$ cat src/rtl/vx_data_flush.sv
// Per-bank flush engine: walks every line of the bank in index order, writes back dirty
// lines as full-line memory requests and clears their dirty bits.
module vx_data_flush #(
   parameter int CACHE_ID        = 0,
   parameter int BANK_ID         = 0,
   parameter int CACHE_SIZE      = 16384,
   parameter int CACHE_LINE_SIZE = 64,
   parameter int NUM_BANKS       = 4,
   parameter int WORD_SIZE       = 4,
   parameter int TAG_WIDTH       = 32 - $clog2(CACHE_LINE_SIZE)
                                   - ((CACHE_SIZE / (CACHE_LINE_SIZE * NUM_BANKS) > 1)
                                      ? $clog2(CACHE_SIZE / (CACHE_LINE_SIZE * NUM_BANKS)) : 1),
   localparam int LINES_PER_BANK   = CACHE_SIZE / (CACHE_LINE_SIZE * NUM_BANKS),
   localparam int LINE_SELECT_BITS = (LINES_PER_BANK > 1) ? $clog2(LINES_PER_BANK) : 1,
   localparam int CACHE_LINE_WIDTH = 8 * CACHE_LINE_SIZE,
   localparam int LINE_ADDR_WIDTH  = TAG_WIDTH + LINE_SELECT_BITS
) (
   input  logic                        clk,
   input  logic                        reset,
   input  logic                        flush_start,
   output logic                        flush_busy,
   output logic                        flush_done,
   input  logic                        ds_grant,
   output logic                        ds_readen,
   output logic [LINE_SELECT_BITS-1:0] ds_addr,
   input  logic [CACHE_LINE_WIDTH-1:0] ds_rdata,
   input  logic [TAG_WIDTH-1:0]        line_tag,
   input  logic                        line_dirty,
   output logic                        clr_valid,
   output logic [LINE_SELECT_BITS-1:0] clr_addr,
   output logic                        mem_req_valid,
   output logic [LINE_ADDR_WIDTH-1:0]  mem_req_addr,
   output logic [CACHE_LINE_WIDTH-1:0] mem_req_data,
   input  logic                        mem_req_ready
);

   if (CACHE_ID < 0 || BANK_ID < 0 || BANK_ID >= NUM_BANKS || LINES_PER_BANK < 1
       || (CACHE_LINE_SIZE % WORD_SIZE) != 0) begin : g_bad_cfg
      $error("vx_data_flush: invalid configuration");
   end

   localparam logic [LINE_SELECT_BITS-1:0] LastIdx = LINE_SELECT_BITS'(LINES_PER_BANK - 1);

   typedef enum logic [2:0] {StIdle, StRead, StCapt, StSend, StDone} state_e;

   state_e                      state_q, state_d;
   logic [LINE_SELECT_BITS-1:0] index_q, index_d;
   logic [TAG_WIDTH-1:0]        tag_q;
   logic [CACHE_LINE_WIDTH-1:0] data_q;
   logic                        capture;
   logic                        advance;

   always_ff @(posedge clk) begin
      if (reset) begin
         state_q <= StIdle;
         index_q <= '0;
         tag_q   <= '0;
         data_q  <= '0;
      end else begin
         state_q <= state_d;
         index_q <= index_d;
         if (capture) begin
            tag_q  <= line_tag;
            data_q <= ds_rdata;
         end
      end
   end

   always_comb begin
      state_d       = state_q;
      index_d       = index_q;
      capture       = 1'b0;
      advance       = 1'b0;
      flush_done    = 1'b0;
      ds_readen     = 1'b0;
      clr_valid     = 1'b0;
      mem_req_valid = 1'b0;
      unique case (state_q)
         StIdle: begin
            if (flush_start) begin
               index_d = '0;
               state_d = StRead;
            end
         end
         StRead: begin
            ds_readen = ds_grant;
            if (ds_grant) state_d = StCapt;
         end
         StCapt: begin
            capture = 1'b1;
            if (line_dirty) state_d = StSend;
            else            advance = 1'b1;
         end
         StSend: begin
            mem_req_valid = 1'b1;
            if (mem_req_ready) begin
               clr_valid = 1'b1;
               advance   = 1'b1;
            end
         end
         StDone: begin
            flush_done = 1'b1;
            index_d    = '0;
            state_d    = StIdle;
         end
         default: state_d = StIdle;
      endcase
      // Shared line-advance path for a clean capture and an accepted writeback.
      if (advance) begin
         if (index_q == LastIdx) begin
            state_d = StDone;
         end else begin
            index_d = index_q + 1'b1;
            state_d = StRead;
         end
      end
   end

   assign flush_busy   = (state_q != StIdle);
   assign ds_addr      = index_q;
   assign clr_addr     = index_q;
   assign mem_req_addr = {tag_q, index_q};
   assign mem_req_data = data_q;

endmodule

$ cat config.mk
export PLATFORM = sky130hd
export DESIGN_NAME = vx_data_flush
export DESIGN_NICKNAME = d
export VERILOG_FILES = /design/src/rtl/vx_data_flush.sv
export SDC_FILE = /design/constraint.sdc
export NUM_CORES = 1
export LEC_CHECK = 0
export BUFFER_PORTS_ARGS = -buffer_cell sky130_fd_sc_hd__buf_2
export CORE_AREA = 2 2 432 434
export DETAILED_ROUTE_END_ITERATION = 12
export DIE_AREA = 0 0 434 436
export GPL_TIMING_DRIVEN = 0
export PLACE_DENSITY_LB_ADDON = 0.08
export SETUP_SLACK_MARGIN = 0.15
export SYNTH_ARGS = -nofsm -noshare
export SYNTH_HDL_FRONTEND = slang
export SYNTH_SLANG_ARGS = --single-unit
$ cat constraint.sdc
create_clock -name clk -period 1.5 [get_ports clk]
set_input_delay 0.3 -clock clk [delete_from_list [all_inputs] [get_ports clk]]
set_output_delay 0.3 -clock clk [all_outputs]
set_load 0.1 [all_outputs]
==> flow_summary.toml <==
[worst_setup_path]
worst-path-max-fanout = 6
critPathRequiredTime_ps = 1200
arrival_ps = 1710
startpoint_type = "flip-flop"
path_class = "flip-flop to primary output"
end_kind = "primary output"

[route]
drtIter0Drc = 648
wl_met3_mm = 9.47
post_drt_wl_per_cell_um = 20.3
detail_route.wirelength_mm = 141
drc = 0
wl_met2_mm = 73.1
vias_per_cell = 3.50
met1_length_mm = 52.4
highest_layer = "met5"
dr_total_vias = 24300
drt-pass1-iter-count = 4
antenna_left = 0

[yosys]
synth_nets = 2920
ys.flop_type = "dfxtp_1"
yosysSeqAreaShare = 0.573
synth_cell_type_count = 37
synth_edf_count = 0
synth_area_leaders = "dfxtp_1 (57%), nand2_1 (21%), a21oi_1 (14%)"
synthCells = 2381
async_reset_ff_frac = 0
synth_seq_cells = 541
avgSynthCellArea_um2 = 7.94
synth.top_cell.area_share = 0.573
yosys_warnings = 0
yosysTopAreaCell = "dfxtp_1"
synth_area_um2 = 18900

[global_route]
grt_usage = 0.138
grt_pass1_wl_mm = 186
antenna_found_initial = 21
grt_max_degree = 11
gr-total-overflow = 0
grt_pass1_vias = 24400

[layout]
instances_no_fill = 6948
layout-drive-gt1-share = 0.666
fin_nets = 4937
fillers = 19700
syn2layout_area_growth_pct = 186
fin_util = 0.293

[pwr]
power_per_cell_area_nw_per_um2 = 912
pwr-share-clk = 0.393
cellInternalPower_uw = 32500
swShare = 0.341
p_comb_frac = 0.291
p_seq_frac = 0.316
p_sw_uw = 16800
p_leak_uw = 0.0223
peakVddDrop_v = 0.000815

[die]
die_area_um2 = 189000
coreArea_um2 = 185000
num_rows = 158
chipWidth_um = 434
ios = 1093
initial_core_util = 0.102
die_y_um = 436

[timing]
period_share = 1.34
setup_slack_ps = -509
rsz0062_at_grt = "yes"
slew_headroom = 0.375
worst_pin_slew_ps = 938
finClkSkew_ps = 22.5
setup_violations = 1093
report.final.slew_viol_count = 0
finalHoldViolCount = 0
fmax_mhz = 498
finalCriticalPeriod_ps = 2010

[placed_design]
io_buffer_count = 1091
place_hpwl_mm = 101
placed_cells_incl_taps = 5952
gp_congestion = 0.797

[clock_tree]
cts_made_buffers = 80
path_clk_slew_ps = 50
cts-root-buf = "clkbuf_16"
htreeDepth = 3
clock_path_buffers = 3
tritoncts = "done"
cts_sinks = 541
clkLatencyLatePin_ps = 700

[job]
maxCapViolCount = 0

[worst_hold_path]
hold_class = "primary input to flip-flop"

[status]
failed_checks = "setup timing"
outcome = "finished with violations"
## cell usage in the layout, fill, tap and decap left out, types with 8 or more instances in the layout
cell type      synthesis  layout
nand2_1             1071     622
nand2_2                0      86
a21oi_2                0     371
buf_12                 0     585
buf_6                 25      64
buf_8                  0      41
dfxtp_4                0     130
buf_16                 0      51
clkbuf_1              60      84
clkbuf_2               0       8
nand2_4                0     357
dlygate4sd3_1          0     533
dfxtp_1              541      62
buf_2                 81     606
clkbuf_16              0     117
clkbuf_8               0      18
buf_4                 19     144
dfxtp_2                0     349
a21oi_1              537     165
## power by group through the flow
| stage | Clock (µW) | Sequential [µW] | Combinational [µW] |
|---|---|---|---|
| finish | 19400 | 15600 | 14300 |
| global route | 20900 | 15600 | 15000 |
| CTS | 20400 | 15300 | 11100 |
| detailed placement | 0 | 15600 | 8260 |
| global placement | 0 | 15600 | 8300 |
| floorplan | 0 | 19700 | 1580 |
## final timing paths
| check | cells past startpoint | slack (ps) | endpoint | from |
|---|---|---|---|---|
| worst min register to register | 2 | 450 | mem_req_data[303] | mem_req_data[303] |
| worst max-delay path | 3 | -510 | flush_busy | state_q[0] |
| worst min-delay path | 2 | 100 | state_q[0] | reset |
| worst max register to register | 14 | -490 | mem_req_data[61] | state_q[1] |
## kinds of logic (layout without fill, tap and decap cells)
family	count (synthesis)	count (layout)	share of synthesized area
AND/OR/NAND/NOR	1094	1094	0.220
AO/OA/AOI/OAI	552	552	0.148
buffers and inverters	193	2274	0.0574
adder cells (fa/ha/maj)	1	1	0.000662
flip-flops	541	541	0.573
other	0	6	0
## per-stage QoR
stage / area, µm² / setup slack, ps / hold WS [ps] / setup TNS [ps] / total power, µW
finish: 54100 / -509 / 98.0 / -198840 / 49300
global route: 54100 / -622 / 66.0 / -287110 / 51500
CTS: 39900 / -642 / 17.9 / -382520 / 46900
detailed placement: 27500 / -1830 / 443 / -738990 / 23900
global placement: 27500 / -1840 / 441 / -725930 / 23900
floorplan: 19000 / -89.1 / 436 / -174 / 21300
## critical path, cell delays in order, from the launching register on
cell     delay, ps
dfxtp_2        320
buf_6          120
or3_4          370
buf_12         180
## synth_stat cells, types with 2 or more instances
| cell | n |
|---|---|
| buf_4 | 19 |
| nand3_1 | 4 |
| and3_1 | 3 |
| and2_1 | 2 |
| nor3_1 | 2 |
| o21ai_0 | 3 |
| dfxtp_1 | 541 |
| inv_1 | 3 |
| buf_2 | 81 |
| nand2_1 | 1071 |
| buf_1 | 5 |
| buf_6 | 25 |
| clkbuf_1 | 60 |
| a21oi_1 | 537 |
| o21a_1 | 2 |
| nor2_1 | 2 |
## cell type report
type,instances,area (µm²),area share
sequential,541,11800,0.217
tap,2480,3100,0.0574
timing repair buffer,1936,22900,0.423
clock buffer,135,2520,0.0465
buffer,189,2230,0.0413
multi-input combinational,1647,11500,0.212
clock inverter,11,97.6,0.00180
inverter,3,11.3,0.000208
antenna,6,15.0,0.000278
## per-layer routing
metal / track usage / vias up
met5: 0 / -
met4: 0.0557 / 8
met3: 0.0462 / 235
met2: 0.250 / 714
met1: 0.145 / 11600
li1: - / 11800
## registers in the layout, summed over array words and instances, names as in the netlist
signal,cells
tag_q,20
clr_addr,6
state_q,3
mem_req_data,512
## timing repair
action,CTS,global route
buffers inserted,59,171
gates cloned,52,31
hold endpoints to repair,533,0
pin swaps,136,412
hold buffers,533,0
setup endpoints to repair,1095,1096
gates resized for setup,660,4051
Power figures use the tool's default switching activity.
